--- config.mk ---
export PLATFORM = sky130hd
export DESIGN_NAME = csr_issue_queue_flat
export DESIGN_NICKNAME = d
export VERILOG_FILES = /design/src/rtl/csr_issue_queue_pkg.sv /design/src/rtl/csr_issue_queue_if.sv /design/src/rtl/csr_issue_queue_wakeup_match.sv /design/src/rtl/csr_issue_queue.sv /design/src/flat_wrapper.sv
export SDC_FILE = /design/constraint.sdc
export NUM_CORES = 1
export LEC_CHECK = 0
export CORE_MARGIN = 10
export CORE_UTILIZATION = 54
export DETAILED_ROUTE_END_ITERATION = 8
export MAX_ROUTING_LAYER = met4
export PLACE_DENSITY = 0.81
export SLEW_MARGIN = 5
export SYNTH_ARGS = -nofsm -noshare
export SYNTH_HDL_FRONTEND = slang
export SYNTH_SLANG_ARGS = --single-unit
--- constraint.sdc ---
create_clock -name Clk -period 4.1 [get_ports Clk]
set_input_delay 0.82 -clock Clk [delete_from_list [all_inputs] [get_ports Clk]]
set_output_delay 0.82 -clock Clk [all_outputs]
set_load 0.02 [all_outputs]
--- src/rtl/csr_issue_queue_pkg.sv ---
// csr_issue_queue_pkg: shared types and constants for the in-order
// CSR / TLB / privileged micro-op issue queue.
package csr_issue_queue_pkg;

    localparam int CIQ_PREG_W = 7;
    localparam int CIQ_DATA_W = 32;
    localparam int WK_N       = 5;

    localparam logic [7:0] MOP_CSRRD   = 8'h01;
    localparam logic [7:0] MOP_CSRWR   = 8'h02;
    localparam logic [7:0] MOP_CSRXCHG = 8'h03;
    localparam logic [7:0] MOP_TLBSRCH = 8'h10;
    localparam logic [7:0] MOP_TLBRD   = 8'h11;
    localparam logic [7:0] MOP_TLBWR   = 8'h12;
    localparam logic [7:0] MOP_TLBFILL = 8'h13;
    localparam logic [7:0] MOP_INVTLB  = 8'h14;
    localparam logic [7:0] MOP_CACOP   = 8'h20;
    localparam logic [7:0] MOP_ERTN    = 8'h30;
    localparam logic [7:0] MOP_IDLE    = 8'h31;
    localparam logic [7:0] MOP_SYSCALL = 8'h32;
    localparam logic [7:0] MOP_BREAK   = 8'h33;

    typedef enum logic [1:0] {
        S_IDLE   = 2'd0,
        S_ISSUED = 2'd1,
        S_WAIT   = 2'd2
    } ciq_state_e;

    typedef struct packed {
        logic [CIQ_DATA_W-1:0] pc;
        logic [7:0]            micop;
        logic                  src0_able;
        logic [CIQ_PREG_W-1:0] src0_num;
        logic                  src1_able;
        logic [CIQ_PREG_W-1:0] src1_num;
        logic                  rd_able;
        logic [CIQ_PREG_W-1:0] rd_addr;
        logic [13:0]           csr_num;
        logic [5:0]            rob_ptr;
        logic                  valid;
        logic                  rdy0;
        logic                  rdy1;
    } ciq_entry_t;

endpackage

--- src/rtl/csr_issue_queue_if.sv ---
// csr_issue_queue_if: dispatch, wakeup, register-file and issue
// signals of the CSR issue queue; master drives, slave is the queue.
interface csr_issue_queue_if
    import csr_issue_queue_pkg::*;
#(
    parameter int PREG_W = CIQ_PREG_W,
    parameter int DATA_W = CIQ_DATA_W
) ();

    logic              IqStop;
    logic              IqFlash;
    logic              EnqValid;
    logic              EnqReady;
    logic [DATA_W-1:0] EnqPc;
    logic [7:0]        EnqMicOp;
    logic              EnqSrc0Able;
    logic [PREG_W-1:0] EnqSrc0Num;
    logic              EnqSrc0Rdy;
    logic              EnqSrc1Able;
    logic [PREG_W-1:0] EnqSrc1Num;
    logic              EnqSrc1Rdy;
    logic              EnqRdAble;
    logic [PREG_W-1:0] EnqRdAddr;
    logic [13:0]       EnqCsrNum;
    logic [5:0]        EnqRobPtr;
    logic [WK_N-1:0]   WkAble;
    logic [PREG_W-1:0] WkAddr [WK_N];
    logic [PREG_W-1:0] RfRd0Addr;
    logic [PREG_W-1:0] RfRd1Addr;
    logic [DATA_W-1:0] RfRd0Date;
    logic [DATA_W-1:0] RfRd1Date;
    logic              CsrBusy;
    logic              IssueAble;
    logic [DATA_W-1:0] IssuePc;
    logic [7:0]        IssueMicOp;
    logic              IssueSrc0Able;
    logic [PREG_W-1:0] IssueSrc0Num;
    logic [DATA_W-1:0] IssueSrc0Date;
    logic              IssueSrc1Able;
    logic [PREG_W-1:0] IssueSrc1Num;
    logic [DATA_W-1:0] IssueSrc1Date;
    logic              IssueRdAble;
    logic [PREG_W-1:0] IssueRdAddr;
    logic [13:0]       IssueCsrNum;
    logic [5:0]        IssueRobPtr;

    modport master (
        output IqStop, IqFlash, EnqValid, EnqPc, EnqMicOp,
        output EnqSrc0Able, EnqSrc0Num, EnqSrc0Rdy,
        output EnqSrc1Able, EnqSrc1Num, EnqSrc1Rdy,
        output EnqRdAble, EnqRdAddr, EnqCsrNum, EnqRobPtr,
        output WkAble, WkAddr, RfRd0Date, RfRd1Date, CsrBusy,
        input  EnqReady, RfRd0Addr, RfRd1Addr, IssueAble,
        input  IssuePc, IssueMicOp,
        input  IssueSrc0Able, IssueSrc0Num, IssueSrc0Date,
        input  IssueSrc1Able, IssueSrc1Num, IssueSrc1Date,
        input  IssueRdAble, IssueRdAddr, IssueCsrNum, IssueRobPtr
    );

    modport slave (
        input  IqStop, IqFlash, EnqValid, EnqPc, EnqMicOp,
        input  EnqSrc0Able, EnqSrc0Num, EnqSrc0Rdy,
        input  EnqSrc1Able, EnqSrc1Num, EnqSrc1Rdy,
        input  EnqRdAble, EnqRdAddr, EnqCsrNum, EnqRobPtr,
        input  WkAble, WkAddr, RfRd0Date, RfRd1Date, CsrBusy,
        output EnqReady, RfRd0Addr, RfRd1Addr, IssueAble,
        output IssuePc, IssueMicOp,
        output IssueSrc0Able, IssueSrc0Num, IssueSrc0Date,
        output IssueSrc1Able, IssueSrc1Num, IssueSrc1Date,
        output IssueRdAble, IssueRdAddr, IssueCsrNum, IssueRobPtr
    );

endinterface

--- src/rtl/csr_issue_queue_wakeup_match.sv ---
// csr_iq_wakeup_match: flags a source register number that matches
// any active writeback wakeup bus this cycle.
module csr_iq_wakeup_match
    import csr_issue_queue_pkg::*;
#(
    parameter int PREG_W = CIQ_PREG_W
) (
    input  logic [PREG_W-1:0] i_num,
    input  logic [WK_N-1:0]   i_wk_able,
    input  logic [PREG_W-1:0] i_wk_addr [WK_N],
    output logic              o_hit
);

    logic [WK_N-1:0] w_eq;

    always_comb begin
        w_eq = '0;
        for (int i = 0; i < WK_N; i++) begin
            w_eq[i] = i_wk_able[i] && (i_wk_addr[i] == i_num);
        end
    end

    assign o_hit = |w_eq;

endmodule

--- src/rtl/csr_issue_queue.sv ---
// csr_issue_queue: in-order serialising issue queue for CSR/TLB/system
// micro-ops. Define CSR_IQ_BYPASS_EN for same-cycle empty-queue issue.
module csr_issue_queue
    import csr_issue_queue_pkg::*;
#(
    parameter int DEPTH  = 4,
    parameter int PTR_W  = 2,
    parameter int PREG_W = CIQ_PREG_W,
    parameter int DATA_W = CIQ_DATA_W
) (
    input logic              Clk,
    input logic              Rest,
    csr_issue_queue_if.slave bus
);

    localparam logic [PTR_W:0] CNT_FULL = (PTR_W+1)'(DEPTH);

    ciq_entry_t       r_ent [DEPTH];
    logic [PTR_W-1:0] r_head;
    logic [PTR_W-1:0] r_tail;
    logic [PTR_W:0]   r_cnt;
    ciq_state_e       r_state;

    logic [DEPTH-1:0] w_hit0;
    logic [DEPTH-1:0] w_hit1;
    logic             w_enq_hit0;
    logic             w_enq_hit1;
    logic             w_enq_rdy0;
    logic             w_enq_rdy1;
    logic             w_enq_fire;
    logic             w_head_go;
    logic             w_byp;
    logic             w_write;
    logic             w_issue;
    logic [DATA_W-1:0] w_iss_pc;
    ciq_entry_t       w_head;
    ciq_entry_t       w_enq_ent;

    for (genvar g = 0; g < DEPTH; g++) begin : g_wk
        csr_iq_wakeup_match #(.PREG_W(PREG_W)) u_wk0 (
            .i_num     (r_ent[g].src0_num),
            .i_wk_able (bus.WkAble),
            .i_wk_addr (bus.WkAddr),
            .o_hit     (w_hit0[g])
        );
        csr_iq_wakeup_match #(.PREG_W(PREG_W)) u_wk1 (
            .i_num     (r_ent[g].src1_num),
            .i_wk_able (bus.WkAble),
            .i_wk_addr (bus.WkAddr),
            .o_hit     (w_hit1[g])
        );
    end

    csr_iq_wakeup_match #(.PREG_W(PREG_W)) u_enq_wk0 (
        .i_num     (bus.EnqSrc0Num),
        .i_wk_able (bus.WkAble),
        .i_wk_addr (bus.WkAddr),
        .o_hit     (w_enq_hit0)
    );
    csr_iq_wakeup_match #(.PREG_W(PREG_W)) u_enq_wk1 (
        .i_num     (bus.EnqSrc1Num),
        .i_wk_able (bus.WkAble),
        .i_wk_addr (bus.WkAddr),
        .o_hit     (w_enq_hit1)
    );

    assign w_head     = r_ent[r_head];
    assign w_enq_rdy0 = bus.EnqSrc0Rdy | ~bus.EnqSrc0Able | w_enq_hit0;
    assign w_enq_rdy1 = bus.EnqSrc1Rdy | ~bus.EnqSrc1Able | w_enq_hit1;

    always_comb begin
        w_enq_ent           = '0;
        w_enq_ent.pc        = bus.EnqPc;
        w_enq_ent.micop     = bus.EnqMicOp;
        w_enq_ent.src0_able = bus.EnqSrc0Able;
        w_enq_ent.src0_num  = bus.EnqSrc0Num;
        w_enq_ent.src1_able = bus.EnqSrc1Able;
        w_enq_ent.src1_num  = bus.EnqSrc1Num;
        w_enq_ent.rd_able   = bus.EnqRdAble;
        w_enq_ent.rd_addr   = bus.EnqRdAddr;
        w_enq_ent.csr_num   = bus.EnqCsrNum;
        w_enq_ent.rob_ptr   = bus.EnqRobPtr;
        w_enq_ent.valid     = 1'b1;
        w_enq_ent.rdy0      = w_enq_rdy0;
        w_enq_ent.rdy1      = w_enq_rdy1;
    end

    // Slot availability ignores a same-cycle issue on purpose.
    assign bus.EnqReady = (r_cnt < CNT_FULL) & ~bus.IqStop
                        & ~bus.IqFlash & ~Rest;
    assign w_enq_fire   = bus.EnqValid & bus.EnqReady;

    assign w_head_go = w_head.valid & w_head.rdy0 & w_head.rdy1
                     & (r_state == S_IDLE) & ~bus.CsrBusy
                     & ~bus.IqStop & ~bus.IqFlash & ~Rest;

`ifdef CSR_IQ_BYPASS_EN
    assign w_byp = w_enq_fire & (r_cnt == '0) & (r_state == S_IDLE)
                 & ~bus.CsrBusy & w_enq_rdy0 & w_enq_rdy1;
`else
    assign w_byp = 1'b0;
`endif

    assign w_write = w_enq_fire & ~w_byp;
    assign w_issue = w_head_go | w_byp;

    assign w_iss_pc          = w_byp ? bus.EnqPc : w_head.pc;
    assign bus.IssueAble     = w_issue;
    assign bus.IssuePc       = w_iss_pc;
    assign bus.IssueMicOp    = w_byp ? bus.EnqMicOp : w_head.micop;
    assign bus.IssueSrc0Able = w_byp ? bus.EnqSrc0Able : w_head.src0_able;
    assign bus.IssueSrc1Able = w_byp ? bus.EnqSrc1Able : w_head.src1_able;
    assign bus.RfRd0Addr     = w_byp ? bus.EnqSrc0Num : w_head.src0_num;
    assign bus.RfRd1Addr     = w_byp ? bus.EnqSrc1Num : w_head.src1_num;
    assign bus.IssueSrc0Num  = bus.RfRd0Addr;
    assign bus.IssueSrc1Num  = bus.RfRd1Addr;
    assign bus.IssueSrc0Date = bus.RfRd0Date;
    assign bus.IssueSrc1Date = bus.RfRd1Date;
    assign bus.IssueRdAble   = w_byp ? bus.EnqRdAble : w_head.rd_able;
    assign bus.IssueRdAddr   = w_byp ? bus.EnqRdAddr : w_head.rd_addr;
    assign bus.IssueCsrNum   = w_byp ? bus.EnqCsrNum : w_head.csr_num;
    assign bus.IssueRobPtr   = w_byp ? bus.EnqRobPtr : w_head.rob_ptr;

    always_ff @(posedge Clk) begin
        if (Rest) begin
            r_head  <= '0;
            r_tail  <= '0;
            r_cnt   <= '0;
            r_state <= S_IDLE;
            for (int i = 0; i < DEPTH; i++) r_ent[i] <= '0;
        end else if (bus.IqFlash) begin
            r_head  <= '0;
            r_tail  <= '0;
            r_cnt   <= '0;
            r_state <= S_IDLE;
            for (int i = 0; i < DEPTH; i++) begin
                r_ent[i].valid <= 1'b0;
                r_ent[i].rdy0  <= 1'b0;
                r_ent[i].rdy1  <= 1'b0;
            end
        end else if (!bus.IqStop) begin
            for (int i = 0; i < DEPTH; i++) begin
                if (r_ent[i].valid) begin
                    if (w_hit0[i]) r_ent[i].rdy0 <= 1'b1;
                    if (w_hit1[i]) r_ent[i].rdy1 <= 1'b1;
                end
            end
            if (w_write) begin
                r_ent[r_tail] <= w_enq_ent;
                r_tail        <= r_tail + 1'b1;
            end
            if (w_head_go) begin
                r_ent[r_head].valid <= 1'b0;
                r_head              <= r_head + 1'b1;
            end
            unique case (1'b1)
                w_write && !w_head_go: r_cnt <= r_cnt + 1'b1;
                w_head_go && !w_write: r_cnt <= r_cnt - 1'b1;
                default: ;
            endcase
            // ISSUED covers the CSR unit's one-cycle CsrReq latency.
            unique case (r_state)
                S_IDLE:   if (w_issue) r_state <= S_ISSUED;
                S_ISSUED: r_state <= S_WAIT;
                S_WAIT:   if (!bus.CsrBusy) r_state <= S_IDLE;
                default:  r_state <= S_IDLE;
            endcase
        end
    end

endmodule

--- src/flat_wrapper.sv ---
// flat-port wrapper written by rule: the top's interface ports become plain ports
module csr_issue_queue_flat import csr_issue_queue_pkg::*;
#(
    parameter int DEPTH  = 4,
    parameter int PTR_W  = 2,
    parameter int PREG_W = CIQ_PREG_W,
    parameter int DATA_W = CIQ_DATA_W
)
  (Clk, Rest, bus_IqStop, bus_IqFlash, bus_EnqValid, bus_EnqPc, bus_EnqMicOp, bus_EnqSrc0Able, bus_EnqSrc0Num, bus_EnqSrc0Rdy, bus_EnqSrc1Able, bus_EnqSrc1Num, bus_EnqSrc1Rdy, bus_EnqRdAble, bus_EnqRdAddr, bus_EnqCsrNum, bus_EnqRobPtr, bus_WkAble, bus_WkAddr, bus_RfRd0Date, bus_RfRd1Date, bus_CsrBusy, bus_EnqReady, bus_RfRd0Addr, bus_RfRd1Addr, bus_IssueAble, bus_IssuePc, bus_IssueMicOp, bus_IssueSrc0Able, bus_IssueSrc0Num, bus_IssueSrc0Date, bus_IssueSrc1Able, bus_IssueSrc1Num, bus_IssueSrc1Date, bus_IssueRdAble, bus_IssueRdAddr, bus_IssueCsrNum, bus_IssueRobPtr);
  csr_issue_queue_if #(.PREG_W(PREG_W), .DATA_W(DATA_W)) bus_i ();
  input logic Clk;
  input logic Rest;
  input wire logic [$bits(bus_i.IqStop)-1:0] bus_IqStop;
  input wire logic [$bits(bus_i.IqFlash)-1:0] bus_IqFlash;
  input wire logic [$bits(bus_i.EnqValid)-1:0] bus_EnqValid;
  input wire logic [$bits(bus_i.EnqPc)-1:0] bus_EnqPc;
  input wire logic [$bits(bus_i.EnqMicOp)-1:0] bus_EnqMicOp;
  input wire logic [$bits(bus_i.EnqSrc0Able)-1:0] bus_EnqSrc0Able;
  input wire logic [$bits(bus_i.EnqSrc0Num)-1:0] bus_EnqSrc0Num;
  input wire logic [$bits(bus_i.EnqSrc0Rdy)-1:0] bus_EnqSrc0Rdy;
  input wire logic [$bits(bus_i.EnqSrc1Able)-1:0] bus_EnqSrc1Able;
  input wire logic [$bits(bus_i.EnqSrc1Num)-1:0] bus_EnqSrc1Num;
  input wire logic [$bits(bus_i.EnqSrc1Rdy)-1:0] bus_EnqSrc1Rdy;
  input wire logic [$bits(bus_i.EnqRdAble)-1:0] bus_EnqRdAble;
  input wire logic [$bits(bus_i.EnqRdAddr)-1:0] bus_EnqRdAddr;
  input wire logic [$bits(bus_i.EnqCsrNum)-1:0] bus_EnqCsrNum;
  input wire logic [$bits(bus_i.EnqRobPtr)-1:0] bus_EnqRobPtr;
  input wire logic [$bits(bus_i.WkAble)-1:0] bus_WkAble;
  input wire logic [$bits(bus_i.WkAddr)-1:0] bus_WkAddr;
  input wire logic [$bits(bus_i.RfRd0Date)-1:0] bus_RfRd0Date;
  input wire logic [$bits(bus_i.RfRd1Date)-1:0] bus_RfRd1Date;
  input wire logic [$bits(bus_i.CsrBusy)-1:0] bus_CsrBusy;
  output wire logic [$bits(bus_i.EnqReady)-1:0] bus_EnqReady;
  output wire logic [$bits(bus_i.RfRd0Addr)-1:0] bus_RfRd0Addr;
  output wire logic [$bits(bus_i.RfRd1Addr)-1:0] bus_RfRd1Addr;
  output wire logic [$bits(bus_i.IssueAble)-1:0] bus_IssueAble;
  output wire logic [$bits(bus_i.IssuePc)-1:0] bus_IssuePc;
  output wire logic [$bits(bus_i.IssueMicOp)-1:0] bus_IssueMicOp;
  output wire logic [$bits(bus_i.IssueSrc0Able)-1:0] bus_IssueSrc0Able;
  output wire logic [$bits(bus_i.IssueSrc0Num)-1:0] bus_IssueSrc0Num;
  output wire logic [$bits(bus_i.IssueSrc0Date)-1:0] bus_IssueSrc0Date;
  output wire logic [$bits(bus_i.IssueSrc1Able)-1:0] bus_IssueSrc1Able;
  output wire logic [$bits(bus_i.IssueSrc1Num)-1:0] bus_IssueSrc1Num;
  output wire logic [$bits(bus_i.IssueSrc1Date)-1:0] bus_IssueSrc1Date;
  output wire logic [$bits(bus_i.IssueRdAble)-1:0] bus_IssueRdAble;
  output wire logic [$bits(bus_i.IssueRdAddr)-1:0] bus_IssueRdAddr;
  output wire logic [$bits(bus_i.IssueCsrNum)-1:0] bus_IssueCsrNum;
  output wire logic [$bits(bus_i.IssueRobPtr)-1:0] bus_IssueRobPtr;
  assign bus_i.IqStop = bus_IqStop;
  assign bus_i.IqFlash = bus_IqFlash;
  assign bus_i.EnqValid = bus_EnqValid;
  assign bus_i.EnqPc = bus_EnqPc;
  assign bus_i.EnqMicOp = bus_EnqMicOp;
  assign bus_i.EnqSrc0Able = bus_EnqSrc0Able;
  assign bus_i.EnqSrc0Num = bus_EnqSrc0Num;
  assign bus_i.EnqSrc0Rdy = bus_EnqSrc0Rdy;
  assign bus_i.EnqSrc1Able = bus_EnqSrc1Able;
  assign bus_i.EnqSrc1Num = bus_EnqSrc1Num;
  assign bus_i.EnqSrc1Rdy = bus_EnqSrc1Rdy;
  assign bus_i.EnqRdAble = bus_EnqRdAble;
  assign bus_i.EnqRdAddr = bus_EnqRdAddr;
  assign bus_i.EnqCsrNum = bus_EnqCsrNum;
  assign bus_i.EnqRobPtr = bus_EnqRobPtr;
  assign bus_i.WkAble = bus_WkAble;
  assign bus_i.WkAddr = {>>{bus_WkAddr}};
  assign bus_i.RfRd0Date = bus_RfRd0Date;
  assign bus_i.RfRd1Date = bus_RfRd1Date;
  assign bus_i.CsrBusy = bus_CsrBusy;
  assign bus_EnqReady = bus_i.EnqReady;
  assign bus_RfRd0Addr = bus_i.RfRd0Addr;
  assign bus_RfRd1Addr = bus_i.RfRd1Addr;
  assign bus_IssueAble = bus_i.IssueAble;
  assign bus_IssuePc = bus_i.IssuePc;
  assign bus_IssueMicOp = bus_i.IssueMicOp;
  assign bus_IssueSrc0Able = bus_i.IssueSrc0Able;
  assign bus_IssueSrc0Num = bus_i.IssueSrc0Num;
  assign bus_IssueSrc0Date = bus_i.IssueSrc0Date;
  assign bus_IssueSrc1Able = bus_i.IssueSrc1Able;
  assign bus_IssueSrc1Num = bus_i.IssueSrc1Num;
  assign bus_IssueSrc1Date = bus_i.IssueSrc1Date;
  assign bus_IssueRdAble = bus_i.IssueRdAble;
  assign bus_IssueRdAddr = bus_i.IssueRdAddr;
  assign bus_IssueCsrNum = bus_i.IssueCsrNum;
  assign bus_IssueRobPtr = bus_i.IssueRobPtr;
  csr_issue_queue #(.DEPTH(DEPTH), .PTR_W(PTR_W), .PREG_W(PREG_W), .DATA_W(DATA_W)) u_core (.Clk(Clk), .Rest(Rest), .bus(bus_i));
endmodule
==> results of run 1 <==
worst min-delay path by stage:
stage	startpoint	slack (ps)	cells past startpoint	to
final	u_core.r_state[1]	510	2	u_core.r_state[1]
after global routing	u_core.r_cnt[1]	540	2	u_core.r_cnt[1]
after global placement	u_core.r_state[0]	480	2	u_core.r_state[1]
after floorplan	u_core.r_state[1]	460	2	u_core.r_state[1]
after CTS	u_core.r_state[1]	520	2	u_core.r_state[1]
after detailed placement	u_core.r_state[0]	490	2	u_core.r_state[1]
sequential cells by signal (all words and copies together), names as in the netlist, named ones only:
| name | cells |
|---|---|
| u_core.r_cnt | 3 |
| u_core.r_ent | 348 |
| u_core.r_state | 2 |
| u_core.r_tail | 2 |
| u_core.r_head | 2 |
where the power goes:
part           total [mW]  switching (mW)  leakage [nW]  internal, mW
clock                3.58            1.43         0.641          2.15
sequential           4.22          0.0976          3.70          4.13
combinational       0.974           0.515          4.13         0.459
layer usage:
metal | share of wire | routed length [um]
met5 | 0 | 0
met1 | 0.39 | 23600
met2 | 0.48 | 28900
met3 | 0.098 | 5900
met4 | 0.027 | 1600
worst register-to-register path: stages, from the launching register on:
cell      delay (ps)
dfxtp_4          590
buf_12           270
nand4_1          120
nand3_1          100
nand4b_1         160
a21oi_4          170
buf_4            190
ha_1             190
inv_1             60
fa_1             370
xnor2_1          140
nand2_1           80
xor2_1           150
nor2_1            50
metrics by stage:
stage	hold WS [ps]	cells	area (sq um)	utilization
2_1_floorplan	462	1638	20800	-
3_3_place_gp	483	2196	22800	0.605
3_5_place_dp	486	2196	22800	0.605
4_1_cts	517	2265	24200	0.640
5_1_grt	541	2273	24200	0.640
6_report	515	2273	24200	0.640
Yosys cell counts (13+ instances only):
cell and n:
nor2_1 39, xnor2_1 240, mux4_2 84, nand4_1 84
buf_4 107, buf_2 60, clkbuf_1 55, a21oi_1 13
nor4_1 20, xor2_1 115, o21ai_0 23, edfxtp_1 340
dfxtp_1 19, and2_1 337
layout make-up:
type / instances / area, sq um / share of cell area
sequential: 359 / 10600 / 0.438
multi-input combinational: 1018 / 8620 / 0.357
timing repair buffer: 298 / 2950 / 0.122
clock buffer: 51 / 1100 / 0.0457
tap: 511 / 639 / 0.0265
clock inverter: 18 / 199 / 0.00823
inverter: 10 / 37.5 / 0.00155
antenna: 8 / 20.0 / 0.000828
cell families (layout without fill, tap and decap cells):
| kind of cell | Yosys count | after routing | synth area share |
|---|---|---|---|
| other | 0 | 8 | 0 |
| adder cells (fa/ha/maj) | 10 | 10 | 0.00639 |
| XOR/XNOR | 355 | 355 | 0.150 |
| AO/OA/AOI/OAI | 57 | 57 | 0.0174 |
| AND/OR/NAND/NOR | 510 | 510 | 0.149 |
| buffers and inverters | 261 | 377 | 0.0751 |
| multiplexers | 86 | 86 | 0.0921 |
| flip-flops | 359 | 359 | 0.510 |
==> results.md, run 1 <==
- Crit. Startpoint: Rest
- Startpoint Class: primary input
- Yosys cell types: 40
- Post-DP HPWL: 39.8 mm
- Synth Cell Area: 20800 sq um
- DR iter-0 viols: 1254
- CP endpoint: bus_EnqReady
- Max H-tree Level: 2
- Area leader, netlist: edfxtp_1
- CP max stage cell: clkdlybuf4s50_1
- Synth top area share: 0.492
- Leading cell type in the layout, fill and taps excluded: edfxtp_1
- Pin count of the biggest net entering global routing: 90
- Crit path cell chain: clkdlybuf4s50_1 -> or2_1 -> buf_4 -> nor3_4 -> clkdlybuf4s50_1
- Core footprint: 37800 sq um
- Filler cells: 2733
- RSZ-0062 raised after global routing: no
- GRT Util Overall: 0.258
- Worst reg2reg setup slack: 1370 ps
- Worst-margin pin slew: 989 ps
- Setup violators final: 0
- Max-Cap Viols: 0
- Crit. End Element: primary output
- Max Fclk: 0.278 GHz
- Met2 Use GR: 0.404
- Crit share post-route: 0.879
- Cell mode on critical path: clkdlybuf4s50_1
- Die Width: 216 um
- Crit Reg-Reg Endpoint: u_core.r_cnt[2]
- Layout cells sized above 1: 0.127
- # hold bufs at CTS: 0
- Worst Slack Setup Final: 497 ps
- Final hold vios: 0
- Max incr delay on CP: 690 ps
- Met1 Use GR: 0.318
- NumNets Final: 1932
- Buf/Inv on CP: 3
- First-pass GRT wire length: 89.0 mm
- WP data arrival: 2780 ps
- Drt drc: 0
- Cell Rows: 71
- Worst endpoint required time: 3280 ps
- TritonCTS Buffers: 39
- Initial Util: 0.550
- Syn Inst Count: 1638
- Reg clk slew, reported paths: 60 ps
- Mean Syn Cell Area: 12.7 sq um
- Post-placement setup slack: 501 ps
- Clk buf depth: 3
- Avg Vias per Cell: 5.85
- Flop and latch count out of synthesis: 359
- Total gr overflow: 0
- I/O pins: 360
- Maximum vdd drop: 0.356 mV
- Register area share after synthesis: 0.510
- TritonCTS clock tree: yes
- Die outline height: 216 um
- Hold Path Class: reg2reg
- Pwr/cell area: 363 nW/um^2
- Most frequent cells in the layout: 340 x edfxtp_1, 337 x and2_1, 240 x xnor2_1
- Fin. max-slew vios: 0
- Synthesis-to-layout area growth: 16.5%
- Worst clock skew: 19.8 ps
- Setup TNS: 0 ps
- Largest cells by area after synthesis: edfxtp_1 49%, and2_1 10%, xnor2_1 10%
- Warnings, synthesis: 0
- DRT antenna net count: 0
- RD Place Congestion: 1.02
- Post-Route WL: 60.0 mm
- Vias in the first global route: 13800
- DIE AREA: 46700 sq um
- R2R cell count: 13
- Post-Syn Nets: 1844
- Port Buffer Count: 231
- Routing usage on met3: 0.0759
- Clock sink count: 359
- CP Depth: 5
- WL/cell: 26.4 um
- CTS resizes: 0
- Crit-path max FO: 13
- DRT Pass-1 Iters: 5
- Max transition margin: 0.341
- Clock latency on the worst-skew pair: 540 ps
- Post-synth EDFFs: 340
- GRT busiest layer: met2
- Min Tclk post-route: 3600 ps
- Crit path max-delay family: buffers and inverters
- Via Count: 13300
- Status: completed
- Fraction of registers with async set/reset: 0
- Crit Path Category: in2out
- Leakage power: 8.47 nW
- Top_reg_cell synth: edfxtp_1
- CTS Root Cell: clkbuf_16
- Tot Pwr: 8.78 mW
- Setup bufs post-CTS: 0
- Antenna violations before repair: 8
Power figures use the tool's default switching activity.
==> inputs of run 2 (changes only) <==
--- a/config.mk
+++ b/config.mk
@@ -5,7 +5,7 @@
 export SDC_FILE = /design/constraint.sdc
 export NUM_CORES = 1
 export LEC_CHECK = 0
-export CORE_MARGIN = 10
+export CORE_MARGIN = 3
 export CORE_UTILIZATION = 54
 export DETAILED_ROUTE_END_ITERATION = 8
 export MAX_ROUTING_LAYER = met4
==> run 2 against run 1 <==
Count of clock-buffer cells in the layout grew 2. Flip-flop and latch count unchanged. Clock skew shrank 7.8 ps. Power shrank 4.0%. Sequential share of layout area rose by 0.20 points. Via count shrank 0.98%. Largest cell class unchanged. Critical path depth is 1 higher. Non-clock buffer count unchanged.
==> results.md, run 2 (synthesized netlist as in run 1, its figures left out) <==
- Crit. End Element: primary output
- WL/cell: 25.1 um
- Max transition margin: 0.352
- Clock share of power: 0.384
- Fin. max-slew vios: 0
- Crit-path max FO: 8
- Top flop regs: u_core.r_ent x348, u_core.r_cnt x3
- CTS Root Cell: clkbuf_16
- Clk buf depth: 3
- Worst reg2reg setup slack: 1300 ps
- Max-Cap Viols: 0
- Synthesis-to-layout area growth: 15.9%
- Dpl cells: 2196
- Startpoint Class: primary input
- Post-Route WL: 57.0 mm
- Max H-tree Level: 2
- DRT antenna net count: 0
- Most frequent cells in the layout: 340 x edfxtp_1, 337 x and2_1, 240 x xnor2_1
- TritonCTS clock tree: yes
- Avg Vias per Cell: 5.80
- Worst endpoint required time: 3280 ps
- Sw Pwr: 2.01 mW
- Reg power frac: 0.501
- Setup bufs post-CTS: 0
- Filler cells: 2796
- # hold bufs at CTS: 0
- Total gr overflow: 0
- Worst-margin pin slew: 973 ps
- DR iter-0 viols: 1397
- WP data arrival: 2870 ps
- Die outline height: 202 um
- Setup TNS: 0 ps
- Drt drc: 0
- Pin count of the biggest net entering global routing: 90
- Via Count: 13200
- I/O pins: 360
- CTS resizes: 0
- Top reg by flops: u_core.r_ent
- Port Buffer Count: 231
- Max Fclk: 0.271 GHz
- Hold Path Class: reg2reg
- NumNets Final: 1930
- Fin cells: 2270
- Crit Path Category: in2out
- Reg clk slew, reported paths: 60 ps
- Setup violators final: 0
- Status: completed
- Min Tclk post-route: 3690 ps
- Antenna violations before repair: 7
- Core footprint: 37800 sq um
- Layout cells sized above 1: 0.123
- Clock latency on the worst-skew pair: 540 ps
- First-pass GRT wire length: 85.7 mm
- Crit share post-route: 0.901
- Clock sink count: 359
- Die Width: 202 um
- Post-DP HPWL: 37.4 mm
- Initial Util: 0.550
- Final hold vios: 0
- Switching share of power: 0.238
- Leakage power: 8.39 nW
- Combinational share of power: 0.114
- Leading cell type in the layout, fill and taps excluded: edfxtp_1
- Cell Rows: 71
- DRT Pass-1 Iters: 5
- RD Place Congestion: 1.00
- TritonCTS Buffers: 37
- Fin util: 0.637
- Pwr/cell area: 350 nW/um^2
- Worst clock skew: 12.0 ps
- DIE AREA: 40800 sq um
- Max FFs per register: 348
- Maximum vdd drop: 0.370 mV
- Vias in the first global route: 13800
- GRT Util Overall: 0.285
- RSZ-0062 raised after global routing: no
- Internal Power: 6.41 mW
-- run 2: changes by cell type in the layout (fill, tap and decap cells not counted), moves of 2 or more --
cell / change
clkbuf_8: -2
buf_4: -4
clkinvlp_4: +2
buf_12: +4
clkbuf_16: -3
clkbuf_1: +7
clkinv_4: -2
bufinv_16: -3
-- run 2: stage by stage --
stage	power [mW]	hold WS [ps]	worst slack [ps]	area (sq um)
final	8.42	493	406	24100
after global routing	8.68	519	279	24100
after CTS	8.46	495	397	24000
after detailed placement	5.25	488	407	22900
after global placement	5.22	475	444	22900
after floorplan	4.93	462	633	20800
-- run 2: metal layers --
| metal | track usage | share of wire | up-vias |
|---|---|---|---|
| met5 | - | 0 | - |
| met2 | 0.446 | 0.48 | 691 |
| li1 | - | - | 5814 |
| met4 | 0.109 | 0.042 | 0 |
| met3 | 0.0868 | 0.10 | 174 |
| met1 | 0.353 | 0.38 | 6496 |
-- run 2: cell type report --
cell class | count | area (sq um) | share of cell area
Inverter | 10 | 37.5 | 0.00156
Clock inverter | 14 | 120 | 0.00499
Clock buffer | 53 | 1030 | 0.0427
Timing Repair Buffer | 298 | 3000 | 0.125
Sequential cell | 359 | 10600 | 0.440
Multi-Input combinational cell | 1018 | 8620 | 0.358
Tap cell | 511 | 639 | 0.0266
Antenna cell | 7 | 17.5 | 0.000728
-- run 2: worst paths after layout --
check	from	end	cells past startpoint
setup / recovery	Rest	bus_IssueAble	6
hold reg to reg	u_core.r_state[0]	u_core.r_state[1]	2
setup reg to reg	register	u_core.r_cnt[2]	13
hold / removal	u_core.r_state[0]	u_core.r_state[1]	2
-- run 2: critical path, stage by stage --
cell and delay [ps]:
clkdlybuf4s50_1 550, or2_1 430, nor2_4 140, nand4b_1 150
a21oi_4 150, clkdlybuf4s50_1 630
-- run 2: power groups by stage --
stage          Combinational [mW]  Clock (mW)  Sequential [mW]
2_1_floorplan               0.701           0             4.23
3_3_place_gp                0.938           0             4.29
3_5_place_dp                0.954           0             4.30
4_1_cts                     0.960        3.28             4.22
5_1_grt                      1.02        3.43             4.23
6_report                    0.963        3.24             4.22
